$ cat config.mk
export PLATFORM = sky130hd
export DESIGN_NAME = fib_stream_gen
export DESIGN_NICKNAME = d
export VERILOG_FILES = /design/src/rtl/fib_stream_gen.sv
export SDC_FILE = /design/constraint.sdc
export NUM_CORES = 1
export LEC_CHECK = 0
export ABC_AREA = 1
export CORE_MARGIN = 2
export CORE_UTILIZATION = 50
export DETAILED_ROUTE_END_ITERATION = 8
export GPL_TIMING_DRIVEN = 1
export PLACE_DENSITY = 0.7
export SLEW_MARGIN = 5
export SYNTH_ARGS = -nofsm -noshare
export SYNTH_HDL_FRONTEND = slang
export SYNTH_SLANG_ARGS = --single-unit
$ cat constraint.sdc
create_clock -name __clock -period 2.7 [get_ports __clock]
set_input_delay 0.54 -clock __clock [delete_from_list [all_inputs] [get_ports __clock]]
set_output_delay 0.54 -clock __clock [all_outputs]
set_load 0.005 [all_outputs]
$ cat src/rtl/fib_stream_gen.sv
// rtl/fib_stream_gen.sv - Filtered Fibonacci term stream generator with ready/valid output
//
// Walks the Fibonacci sequence (truncated to WIDTH bits), emitting every term
// below the latched bound n that passes the MODE/DIVISOR filter, then a single
// terminator beat (__done=1, __output_0=0).
//
// Parameters:
//   WIDTH   - datapath width of n, the terms and __output_0
//   DIVISOR - filter modulus (1..2^WIDTH-1)
//   MODE    - 0: all terms, 1: term % DIVISOR != 0, 2: term % DIVISOR == 0
//
// Ports:
//   __clock    in   clock, rising edge
//   __reset    in   asynchronous active-low reset
//   n          in   exclusive upper bound on emitted terms, sampled with __start
//   __start    in   begin a run (only honoured when idle)
//   __ready    in   consumer accepts the current beat
//   __valid    out  __output_0/__done hold a beat
//   __done     out  terminator beat marker
//   __output_0 out  emitted term, 0 on the terminator beat
//   __overflow out  only with FIB_OVF_DETECT_EN: run ended on a WIDTH-bit carry
//
// Optional feature macro: FIB_OVF_DETECT_EN (carry detection and __overflow port).

module fib_stream_gen #(
    parameter int unsigned      WIDTH   = 32,
    parameter logic [WIDTH-1:0] DIVISOR = WIDTH'(2),
    parameter int unsigned      MODE    = 2
) (
    input  logic             __clock,
    input  logic             __reset,
    input  logic [WIDTH-1:0] n,
    input  logic             __start,
    input  logic             __ready,
    output logic             __valid,
    output logic             __done,
    output logic [WIDTH-1:0] __output_0
`ifdef FIB_OVF_DETECT_EN
    ,
    output logic             __overflow
`endif
);

    typedef enum logic [1:0] {
        S_IDLE = 2'd0,
        S_RUN  = 2'd1,
        S_TERM = 2'd2
    } state_e;

    state_e           state_q, state_d;
    logic [WIDTH-1:0] a_q, a_d;
    logic [WIDTH-1:0] b_q, b_d;
    logic [WIDTH-1:0] n_q, n_d;
    logic [WIDTH-1:0] data_q, data_d;
    logic             valid_q, valid_d;
    logic             done_q, done_d;

    logic             can_load;
    logic             pass;
    logic [WIDTH-1:0] rem;

`ifdef FIB_OVF_DETECT_EN
    // carry_q flags that b_q was produced by a wrapping add, so the term after
    // the one currently in a_q would no longer be a true Fibonacci number.
    logic [WIDTH:0]   sum;
    logic             carry_q, carry_d;
    logic             ovf_q, ovf_d;
    assign sum = {1'b0, a_q} + {1'b0, b_q};
`else
    logic [WIDTH-1:0] sum;
    assign sum = a_q + b_q;
`endif

    // Output register may take a new beat when empty or when its beat is
    // being accepted this cycle; otherwise everything stalls.
    assign can_load = !valid_q || __ready;

    always_comb begin
        rem  = a_q % DIVISOR;
        pass = 1'b1;
        if (MODE == 1) begin
            pass = (rem != '0);
        end else if (MODE == 2) begin
            pass = (rem == '0);
        end
    end

    always_ff @(posedge __clock or negedge __reset) begin
        if (!__reset) begin
            state_q <= S_IDLE;
            a_q     <= '0;
            b_q     <= '0;
            n_q     <= '0;
            data_q  <= '0;
            valid_q <= 1'b0;
            done_q  <= 1'b0;
`ifdef FIB_OVF_DETECT_EN
            carry_q <= 1'b0;
            ovf_q   <= 1'b0;
`endif
        end else begin
            state_q <= state_d;
            a_q     <= a_d;
            b_q     <= b_d;
            n_q     <= n_d;
            data_q  <= data_d;
            valid_q <= valid_d;
            done_q  <= done_d;
`ifdef FIB_OVF_DETECT_EN
            carry_q <= carry_d;
            ovf_q   <= ovf_d;
`endif
        end
    end

    always_comb begin
        state_d = state_q;
        a_d     = a_q;
        b_d     = b_q;
        n_d     = n_q;
        data_d  = data_q;
        valid_d = valid_q;
        done_d  = done_q;
`ifdef FIB_OVF_DETECT_EN
        carry_d = carry_q;
        ovf_d   = ovf_q;
`endif
        case (state_q)
            S_IDLE: begin
                if (__start) begin
                    state_d = S_RUN;
                    n_d     = n;
                    a_d     = '0;
                    b_d     = WIDTH'(1);
`ifdef FIB_OVF_DETECT_EN
                    carry_d = 1'b0;
                    ovf_d   = 1'b0;
`endif
                end
            end
            S_RUN: begin
                if (can_load) begin
                    if (a_q >= n_q) begin
                        // Bound reached: the terminator goes straight into
                        // the output register.
                        state_d = S_TERM;
                        valid_d = 1'b1;
                        done_d  = 1'b1;
                        data_d  = '0;
                    end else begin
                        valid_d = pass;
                        done_d  = 1'b0;
                        if (pass) begin
                            data_d = a_q;
                        end
                        a_d = b_q;
                        b_d = sum[WIDTH-1:0];
`ifdef FIB_OVF_DETECT_EN
                        carry_d = sum[WIDTH];
                        if (carry_q) begin
                            state_d = S_TERM;
                        end
`endif
                    end
                end
            end
            S_TERM: begin
                if (valid_q && done_q) begin
                    if (__ready) begin
                        state_d = S_IDLE;
                        valid_d = 1'b0;
                        done_d  = 1'b0;
                    end
                end else if (can_load) begin
                    // Reached only after an overflow stop: the last data beat
                    // may still be occupying the output register.
                    valid_d = 1'b1;
                    done_d  = 1'b1;
                    data_d  = '0;
`ifdef FIB_OVF_DETECT_EN
                    ovf_d   = carry_q;
`endif
                end
            end
            default: begin
                state_d = S_IDLE;
                valid_d = 1'b0;
                done_d  = 1'b0;
            end
        endcase
    end

    assign __valid    = valid_q;
    assign __done     = done_q;
    assign __output_0 = data_q;
`ifdef FIB_OVF_DETECT_EN
    assign __overflow = ovf_q;
`endif

endmodule
==> metrics, run 1 <==
core area=16500 sq um; crit-path cells=ha_1 > nand2_1 > nor2_2 > nand4_2 > nor2_2 > nand3_1 > nand3_2 > nand2_2 > nand2_2 > buf_12 > o21ai_0; Synth Instances=1174; CP peak stage delay=0.43 ns; Worst Hold Class=primary input to async pin; total clock buffers created by CTS=17; commonest non-fill, non-tap cell in the layout=nand2_1; wire per inst=14.2 microns; clock sinks=132; fraction of layout cells with a size suffix above 1=7.13%; Worst Path Arrival=2.62 ns; worst setup path startpoint=a_q[31]$_DFFE_PN0P_; VDD IR max=582 uV; iteration count of the initial detailed-routing pass=5; number of global-route vias before repair=7268; CP Class=flop to flop; worst r2r src=a_q[31]$_DFFE_PN0P_; Finished Core Util=61.5%; Leak=5.45 nW; setup TNS=0 ns; #FFs+latches synth=132; row count=47; die width=134 microns; all-layer global routing usage=25.0%; antenna-violating nets left=0; gpl congestion=0.941; Max Clock Skew=0.00904 ns; CTS tree=built; Yosys warning count=0; max-slew violations=0; Initial DRC Count=486; vias per inst=5.15; Worst-Skew Late Latency=0.42 ns; Ports=70; Post-Syn Area=8430 sq um; power density over the cells=731 nW/um^2; initial antenna violation count=0; Initial Util=51.0%; crit path buf inv count=1; via count=7631; Startpoint Class=flop; die height=134 microns; CP max-delay cell=dfrtp_1; slew of the pin with the lowest slew margin=0.622 ns; post-CTS resize count=0; Post-DP HPWL=15600 microns; DRT Wirelength=21100 microns; endpoint type of the worst setup path=flop; Die ar.=17900 sq um; Power, Total=7.43 mW; first-pass GRT wire length=35700 microns; Finish-stage setup viols=0; endpoints failing hold=0; Clock Tree Root=clkbuf_16; hold_buf cts=0; syn nets=1277; worst endpoint required time=3.00 ns; IO Port Bufs=69; Post-CTS Setup Bufs=0; RSZ-0062 raised after global routing=false; Final Cycle Share=86.1%; status=completed; post-synthesis sequential area ratio=39.2%; CTS clock-pin slew for the worst setup and hold paths=0.06 ns; max cap viols=0; Nets=1352; Reg2Reg Setup Slack=0.37 ns; Diodes inserted=0; Distinct cells, synth=37; Congestion Overflow GR=0; Top Family by Delay on Critical Path=simple AND/OR/NAND/NOR gates; fill count=1502; critical path fanouts, max=41; H-tree depth=4; Peak Freq=430 MHz; Avg Cell Area, Syn=7.18 sq um; largest net degree at the start of global routing=64; Syn-to-layout area delta=20.6%; maximum root-to-sink buffer count=2; drt drc=0; commonest non-fill, non-tap cells in the layout=362 x nand2_1, 145 x inv_1, 132 x dfrtp_1, 125 x nor2_1, 107 x nand3_1; Slew headroom=58.5%; Tmin final=2.33 ns
==> synthesized netlist by cell type <==
| cell | n | area, sq um |
|---|---|---|
| a21boi_0 | 1 | 7.51 |
| o21ai_1 | 11 | 55.1 |
| o21a_1 | 1 | 7.51 |
| clkbuf_1 | 16 | 60.1 |
| o21ai_0 | 30 | 150 |
| nand3_1 | 107 | 536 |
| and2_1 | 2 | 12.5 |
| nor2_1 | 125 | 469 |
| inv_1 | 145 | 544 |
| nor2_2 | 2 | 12.5 |
| mux2_2 | 1 | 11.3 |
| nand2b_1 | 1 | 6.26 |
| nand4_2 | 1 | 12.5 |
| nand2_1 | 363 | 1360 |
| fa_1 | 1 | 20.0 |
| xnor2_1 | 2 | 17.5 |
| nand3_2 | 1 | 10.0 |
| nand4_1 | 12 | 75.1 |
| ha_1 | 66 | 826 |
| a211oi_2 | 1 | 12.5 |
| buf_6 | 5 | 56.3 |
| o21ai_2 | 5 | 43.8 |
| nand3b_1 | 4 | 30.0 |
| a211oi_1 | 1 | 7.51 |
| a21oi_1 | 81 | 405 |
| dfrtp_1 | 132 | 3300 |
| a21o_1 | 5 | 37.5 |
| inv_2 | 1 | 3.75 |
| buf_2 | 15 | 75.1 |
| xor2_1 | 4 | 35.0 |
| nand2_2 | 7 | 43.8 |
| nor2_4 | 2 | 22.5 |
| buf_8 | 1 | 15.0 |
| nor3_1 | 5 | 25.0 |
| nor4_1 | 1 | 6.26 |
| o21bai_1 | 6 | 45.0 |
| or2_2 | 10 | 62.6 |
==> layout make-up <==
type                    instances  area, sq um  area share (%)
repair buffers                 93          960            9.44
inverters                     146          548            5.39
flip-flops and latches        132         3300            32.5
well taps                     220          275            2.71
clock buffers                  19          453            4.46
multi-input cells             859         4380            43.1
clock inverters                13          241            2.38
==> state kept, by name (all words and copies together), names as in the netlist <==
register,flops
__output_0,32
a_q,32
state_q,2
__done,1
b_q,32
__valid,1
n_q,32
==> kinds of logic (layout without fill, tap and decap cells) <==
logic type | Yosys count | after routing | share of synthesized area (%)
buf+inv | 183 | 271 | 8.95
compound gates | 142 | 142 | 9.16
flops | 132 | 132 | 39.2
fa+ha+maj | 67 | 67 | 10.0
simple gates | 643 | 643 | 31.9
xor+xnor | 6 | 6 | 0.624
mux | 1 | 1 | 0.134
==> final timing paths <==
check | end | depth (start not counted)
worst max-delay path | b_q[19]$_DFFE_PN0P_ | 11
worst min-delay path | b_q[4]$_DFFE_PN0P_ | 1
worst max register to register | b_q[19]$_DFFE_PN0P_ | 11
worst min register to register | __output_0[12]$_DFFE_PN0P_ | 2
max in group asynchronous | __output_0[15]$_DFFE_PN0P_ | 2
min in group __clock | __output_0[12]$_DFFE_PN0P_ | 2
==> through the flow <==
stage | hold slack (ns) | worst slack [ns] | instances | cell area, sq um
after floorplan | 0.244 | 0.702 | 1174 | 8430
after CTS | 0.126 | 0.374 | 1482 | 10200
final | 0.110 | 0.374 | 1482 | 10200
after detailed placement | 0.464 | 0.385 | 1450 | 9470
after global placement | 0.463 | 0.470 | 1450 | 9470
after global routing | 0.151 | 0.203 | 1482 | 10200
==> where the power goes <==
part	internal, mW	leakage (nW)	total (mW)	switching (mW)
Clock	1.80	0.339	2.71	0.909
Sequential	2.25	1.74	2.37	0.114
Combinational	0.747	3.37	2.36	1.61
==> layer usage <==
metal	track usage [%]	share of wire, %
met2	38.5	44
met1	36.1	50
met4	8.22	2.1
met3	3.89	4.3
met5	0	0
Note: power is estimated with default switching activity, not from simulation.
==> run 2: changes to the inputs <==
Settings changed: MAX_ROUTING_LAYER set to met4.
==> metrics, run 2 (synthesized netlist as in run 1, its figures left out) <==
Setup WS pre-CTS=0.334 ns; slew of the pin with the lowest slew margin=0.571 ns; Initial Util=51.0%; final worst setup slack=0.289 ns; Finished Core Util=60.9%; H-tree depth=4; commonest non-fill, non-tap cells in the layout=362 x nand2_1, 145 x inv_1, 132 x dfrtp_1, 125 x nor2_1, 107 x nand3_1; Global Route met2 Usage=37.8%; wire per inst=14.2 microns; Worst Hold Class=primary input to async pin; endpoints failing hold=0; Slew headroom=61.9%; Power, Total=6.85 mW; all-layer global routing usage=25.6%; Initial DRC Count=507; IO Port Bufs=69; status=completed; fill count=1517; Min Hold Slack=0.0818 ns; row count=47; maximum root-to-sink buffer count=2; Nets=1357; Leak=5.41 nW; Tmin final=2.41 ns; worst setup path startpoint=a_q[23]$_DFFE_PN0P_; Clock Tree Root=clkbuf_16; GRT busiest layer=met2; worst endpoint required time=3.04 ns; commonest non-fill, non-tap cell in the layout=nand2_1; Post-DP HPWL=16000 microns; worst r2r src=a_q[23]$_DFFE_PN0P_; RSZ-0062 raised after global routing=false; CP Capture Point=a_q[28]$_DFFE_PN0P_; setup TNS=0 ns; Startpoint Class=flop; Post-CTS Setup Bufs=0; drt drc=0; Congestion Overflow GR=0; gpl congestion=0.952; via count=7609; Diodes inserted=0; total clock buffers created by CTS=17; DRT Wirelength=21200 microns; Syn-to-layout area delta=19.4%; met3 Usage GRT=2.99%; max-slew violations=0; Worst-Skew Late Latency=0.42 ns; die height=134 microns; Max Clock Skew=0.00784 ns; CTS tree=built; Final Cycle Share=89.3%; Worst Path Arrival=2.76 ns; post-CTS resize count=0; cells on worst reg2reg path=12; Die ar.=17900 sq um; hold_buf cts=0; first-pass GRT wire length=35600 microns; Reg2Reg Setup Slack=0.29 ns; Ports=70; die width=134 microns; max cap viols=0; number of global-route vias before repair=7269; antenna-violating nets left=0; CTS clock-pin slew for the worst setup and hold paths=0.06 ns; power density over the cells=681 nW/um^2; Peak Freq=415 MHz; critical path fanouts, max=31; grt met1 use=36.7%; largest net degree at the start of global routing=59; endpoint type of the worst setup path=flop; iteration count of the initial detailed-routing pass=4; core area=16500 sq um; vias per inst=5.12; clock sinks=132; fraction of layout cells with a size suffix above 1=7.34%; worst reg2reg endpoint=a_q[28]$_DFFE_PN0P_; Finish-stage setup viols=0; CP Class=flop to flop; VDD IR max=715 uV; initial antenna violation count=0
==> run 2: cell types whose count changed in the layout (fill, tap and decap cells not counted), sizes merged <==
cell      previous run  this run
buf                 25        30
bufinv               6         1
clkbuf              19        20
clkinv               3         7
clkinvlp             0         3
inv                150       147
==> run 2: worst min path at each step <==
stage / from / end / cells after the start
floorplan: __reset / __done$_DFFE_PN0P_ / 0
global placement: __output_0[28]$_DFFE_PN0P_ / __output_0[28]$_DFFE_PN0P_ / 2
detailed placement: __output_0[3]$_DFFE_PN0P_ / __output_0[3]$_DFFE_PN0P_ / 2
CTS: __reset / b_q[1]$_DFFE_PN0P_ / 1
global route: __reset / n_q[0]$_DFFE_PN0P_ / 1
finish: __reset / b_q[1]$_DFFE_PN0P_ / 1
==> run 2: metrics by stage <==
stage               cell area [sq um]  instances
CTS                             10100       1487
global route                    10100       1487
detailed placement               9510       1455
global placement                 9510       1455
floorplan                        8430       1174
finish                          10100       1487
==> run 2: cell type report <==
cell class	instances	area [sq um]	area share (%)
Clock inverter	12	108	1.07
Timing Repair Buffer	98	997	9.91
Inverter	146	548	5.45
Tap cell	220	275	2.74
Clock buffer	20	447	4.44
Multi-Input combinational cell	859	4380	43.6
Sequential cell	132	3300	32.8
==> run 2: critical path, cell delays in order (launching register included) <==
cell,delay [ns]
dfrtp_1,0.43
ha_1,0.34
nand2_1,0.08
nor2_1,0.15
nand4_1,0.11
nor2_2,0.16
nand3_1,0.17
nand3_2,0.15
nand2_2,0.09
nand2_2,0.25
buf_12,0.23
nand2_1,0.07
nand2_1,0.10
==> run 2: power breakdown <==
part	switching, mW	internal [mW]	leakage (nW)
Clock	0.883	1.29	0.266
Combinational	1.60	0.720	3.40
Sequential	0.106	2.25	1.74
==> run 2: per-layer routing <==
metal,routed length [microns],up-vias
li1,-,3912
met1,10900,3493
met2,9160,172
met3,780,32
met4,325,0
met5,0,-
==> RTL edit 1, RTL diff (flow settings as in run 1) <==
The option `FIB_OVF_DETECT_EN` is turned on by a define.
--- a/src/rtl/fib_stream_gen.sv
+++ b/src/rtl/fib_stream_gen.sv
@@ -21,6 +21,8 @@
 //   __overflow out  only with FIB_OVF_DETECT_EN: run ended on a WIDTH-bit carry
 //
 // Optional feature macro: FIB_OVF_DETECT_EN (carry detection and __overflow port).
+
+`define FIB_OVF_DETECT_EN
 
 module fib_stream_gen #(
     parameter int unsigned      WIDTH   = 32,
Check against the original RTL (old outputs only; new: __overflow): same outputs for any inputs over 4 cycles, from zero or initial values and one cycle with __reset low; that may be too few to reach the edited logic, so the function may still have changed.
==> RTL edit 1 against run 1 <==
  * Sequential cell count increased by 2
  * Sequential power is 2% higher
  * Highest routed layer unchanged
  * Worst setup slack got worse by 130 ps
  * Design area down 3.5%
  * Global-route usage fell by 0.69 points
  * Largest cell class unchanged
  * Power decreased by 6.1%
  * Area after synthesis is 3.4% lower
  * Utilization is 0.21 points higher
  * Critical endpoint is now __output_0[8]$_DFFE_PN0P_
  * Critical path type unchanged
  * Routed wire length fell by 5.2%
  * Sequential share of layout area rose by 1.7 points
  * Clock skew rose by 8.3 ps
==> RTL edit 1: results (changes against run 1) <==
metric;value;unit;change
outcome;finished clean;;unchanged
first-pass GRT wire length;34.27;mm;was 35.67 mm
worst skew pair latency;430;ps;
Pleak;5.059;nW;was 5.450 nW
share of layout cells above drive strength 1;5.471;%;was 7.132%
HPWL after DPL;15.29;mm;was 15.65 mm
max cap viols;0;;unchanged
initial antenna violation count;0;;unchanged
Distinct cells, synth;38;;was 37
hold crit path type;in2async;;unchanged
initial drt markers;474;;was 486
# diodes;0;;unchanged
Clock Skew;17.35;ps;was 9.044 ps
Placer Congestion;0.9432;;was 0.9410
Yosys warnings;0;;unchanged
post-synthesis sequential area ratio;41.18;%;was 39.20%
top cells by count, synth;nand2_1, dfrtp_1, nor2_1, inv_1, a21oi_1;;was nand2_1, inv_1, dfrtp_1, nor2_1, nand3_1
Mapped Nets;1200;;was 1277
critical path data arrival time;2810;ps;was 2620 ps
setup bufs post-CTS;0;;unchanged
Slew headroom;56.07;%;was 58.52%
FFs w/ async S/R, synth;100.0;%;unchanged
Sw Ratio;33.78;%;was 35.45%
reg-to-reg startpoint;a_q[0]$_DFFE_PN0P_;;was a_q[31]$_DFFE_PN0P_
reg2reg path depth;16;;was 11
# H-tree levels;4;;unchanged
largest net degree at the start of global routing;67;;was 64
crit path kind;reg2reg;;unchanged
wire per inst;14.24;um;was 14.23 um
DR vias;7202;;was 7631
Crit Path Max Fanout;25;;was 41
fillers;1420;;was 1502
top cells by area, synth;dfrtp_1, nand2_1, ha_1, nor2_1, inv_1;;was dfrtp_1, nand2_1, ha_1, inv_1, nand3_1
VDD IR max;0.0005139;V;was 0.0005822 V
gr usage total;24.27;%;was 24.96%
vias in the first global route;7092;;was 7268
clk root buf;clkbuf_16;;unchanged
Buffers on Ports;70;;was 69
Nets;1279;;was 1352
clk slew on worst S/H paths;60;ps;about the same
-- RTL edit 1: area by class of cell --
| type | instances | share of cell area, % |
|---|---|---|
| tap | 216 | 2.757 |
| clock inverter | 11 | 2.017 |
| sequential | 134 | 34.21 |
| timing repair buffer | 91 | 9.152 |
| multi-input combinational | 808 | 42.43 |
| clock buffer | 21 | 4.697 |
| inverter | 123 | 4.736 |
-- RTL edit 1: what timing repair did --
action | CTS | global route
setup endpoints to repair | 0 | 31
hold endpoints to repair | 0 | 0
gates resized for setup | 0 | 1
-- RTL edit 1: per-stage QoR --
stage	setup WS [ps]	area, um2	utilization [%]	hold slack [ps]	std cells
3_5_place_dp	-10.78	9139	57.53	452.1	1372
2_1_floorplan	712.0	8143	-	244.4	1096
6_report	249.4	9802	61.70	97.08	1404
5_1_grt	25.41	9802	61.70	156.6	1404
4_1_cts	140.4	9797	61.67	132.5	1404
3_3_place_gp	17.32	9139	57.53	448.0	1372
-- RTL edit 1: logic make-up (layout without fill, tap and decap cells) --
family / count (synthesis) / in the layout / synth area share [%]
AND/OR/NAND/NOR: 559 / 559 / 27.77
flip-flops: 134 / 134 / 41.18
XOR/XNOR: 21 / 21 / 2.259
AO/OA/AOI/OAI: 159 / 159 / 10.25
buffers and inverters: 154 / 246 / 7.867
adder cells (fa/ha/maj): 68 / 68 / 10.54
multiplexers: 1 / 1 / 0.1383
-- RTL edit 1: worst paths after layout --
path                                               to  slack (ps)
max in group asynchronous  __output_0[15]$_DFFE_PN0P_        1870
min reg2reg                 __output_0[0]$_DFFE_PN0P_         460
min in group __clock        __output_0[0]$_DFFE_PN0P_         460
max                         __output_0[8]$_DFFE_PN0P_         250
max reg2reg                 __output_0[8]$_DFFE_PN0P_         250
min                                a_q[5]$_DFFE_PN0P_         100
-- RTL edit 1: critical path: stages (launching register included) --
cell and delay [ps]:
dfrtp_1 490, inv_1 80, ha_1 290, nand2_1 60
nand3_1 70, nand2_1 60, nand2_1 40, nand2_1 50
nand2_1 50, nand2_1 60, nand2_1 100, nand2_2 120
nand4_1 100, nand3_1 290, buf_4 340, nand2_1 110
nand2_1 80
-- RTL edit 1: power by group through the flow --
stage,sequential [W],clock (W),combinational (W)
detailed placement,0.00244,0,0.00201
finish,0.00241,0.00256,0.00202
global placement,0.00243,0,0.00198
global route,0.00244,0.00268,0.00227
floorplan,0.00241,0,0.00150
CTS,0.00241,0.00259,0.00202
-- RTL edit 1: per-layer routing --
metal / share of wire [%] / up-vias / track usage (%) / wire length (um)
li1: - / 3679 / - / -
met1: 51 / 3333 / 35.53 / 10150
met2: 44 / 162 / 36.85 / 8764
met3: 3.6 / 28 / 3.858 / 713
met4: 1.8 / 0 / 7.790 / 357
met5: 0 / - / 0 / 0
==> RTL edit 2, RTL diff (settings of run 1) <==
Made on the original files. Make the reset (`__reset`) synchronous in one clocked block. Comments in the files are not updated.
--- a/src/rtl/fib_stream_gen.sv
+++ b/src/rtl/fib_stream_gen.sv
@@ -85,7 +85,7 @@
         end
     end
 
-    always_ff @(posedge __clock or negedge __reset) begin
+    always_ff @(posedge __clock) begin
         if (!__reset) begin
             state_q <= S_IDLE;
             a_q     <= '0;
Formal check against the unedited RTL: differs if __reset is asserted again (counterexample within 4 cycles, from zero or initial values and one cycle with __reset low); with __reset held inactive, the same outputs for 10 cycles.
==> RTL edit 2 against run 1 <==
  * Via count rose by 8.5%
  * Sequential cell count did not move
  * Area after synthesis rose by 1.5%
  * Combinational power fell by 43%
  * Power fell by 20%
  * Worst setup slack got worse by 96 ps
  * Design area fell by 1.1%
  * Largest cell class unchanged
  * Count of clock-buffer cells in the layout fell by 2
  * Critical path type unchanged
  * Routed wire length rose by 10%
  * Sequential share of layout area fell by 6.2 points
==> RTL edit 2: results (changes against run 1) <==
metric;value;unit;change
outcome;finished clean;;unchanged
Nets;1475;;was 1352
Final Hold Slack;456.8;ps;was 110.2 ps
fillers;1604;;was 1502
Top FF cell, synth;dfxtp_1;;was dfrtp_1
top cells by count, synth;nand2_1, nor2_1, inv_1, dfxtp_1, a21oi_1;;was nand2_1, inv_1, dfrtp_1, nor2_1, nand3_1
Non-clock buffering overhead;9.459;%;was 9.444%
reg-to-reg slack, setup;280;ps;was 370 ps
FFs w/ async S/R, synth;0;%;was 100.0%
clock network share of area;5.849;%;was 6.833%
dpl ws;297.5;ps;was 385.3 ps
initial drt markers;474;;was 486
Mean Syn Cell Area;6.539;um2;was 7.177 um2
Die Span X;134.8;um;was 133.8 um
Placer Congestion;0.9082;;was 0.9410
HPWL after DPL;17.28;mm;was 15.65 mm
fraction of area in multi-input gates;49.72;%;was 43.12%
worst-margin pin slew;556.6;ps;was 622.2 ps
vias in the first global route;7719;;was 7268
share of layout cells above drive strength 1;8.309;%;was 7.132%
switching power;0.001813;W;was 0.002635 W
top cells by area, synth;dfxtp_1, nand2_1, ha_1, a21oi_1, nor2_1;;was dfrtp_1, nand2_1, ha_1, inv_1, nand3_1
multi-input gates;967;;was 859
fmax;412.9;MHz;was 430.0 MHz
VDD IR max;0.0004506;V;was 0.0005822 V
post-synthesis sequential area ratio;30.90;%;was 39.20%
Distinct cells, synth;44;;was 37
largest net degree at the start of global routing;58;;was 64
first-pass GRT wire length;37.47;mm;was 35.67 mm
Inverters excl. clock;158;;was 146
Mapped Nets;1411;;was 1277
CP Capture Point;__output_0[9]$_SDFFE_PN0P_;;was b_q[19]$_DFFE_PN0P_
RTL edit 2: cell count changes in the layout (fill, tap and decap cells not counted), moves of 8 or more:
| cell | delta |
|---|---|
| a21oi_1 | +44 |
| dfrtp_1 | -132 |
| dfxtp_1 | +132 |
| nand3_1 | -22 |
| nand4_1 | +16 |
| nor2_1 | +33 |
| nor2_2 | +21 |
| o21a_1 | +8 |
| o21ai_0 | +16 |
RTL edit 2: cells by family (layout without fill, tap and decap cells):
kind of cell / Yosys count / in the layout / share of synthesized area (%)
compound gates: 198 / 198 / 12.60
xor+xnor: 3 / 3 / 0.3073
fa+ha+maj: 67 / 67 / 9.889
buf+inv: 209 / 285 / 10.78
flops: 132 / 132 / 30.90
simple gates: 699 / 699 / 35.53
RTL edit 2: worst max-delay path: stages, from the launching register on:
cell and delay, ps:
dfxtp_1 440, inv_1 70, ha_1 280, nand2_1 60, nor2_1 40, and2_4 150
nor2_2 80, nand3_2 60, nand2_2 60, nand2_2 60, nand2_4 110, buf_4 250
nand3_2 290, nor2_1 210, nor2_1 60, nor2_1 130
RTL edit 2: metal layers:
layer  part of all wire [%]  vias to the layer above  track usage [%]
met5                      0                        -                0
met4                    3.1                        0            10.53
met3                    4.1                       55            3.679
met2                     49                      214            45.23
met1                     44                     3681            31.89
li1                       -                     4328                -
RTL edit 2: power groups by stage:
stage	logic [W]	clock network, W	registers (W)
2_1_floorplan	0.000942	0	0.00226
3_3_place_gp	0.00132	0	0.00227
3_5_place_dp	0.00134	0	0.00228
4_1_cts	0.00135	0.00236	0.00224
5_1_grt	0.00151	0.00244	0.00225
6_report	0.00135	0.00235	0.00224
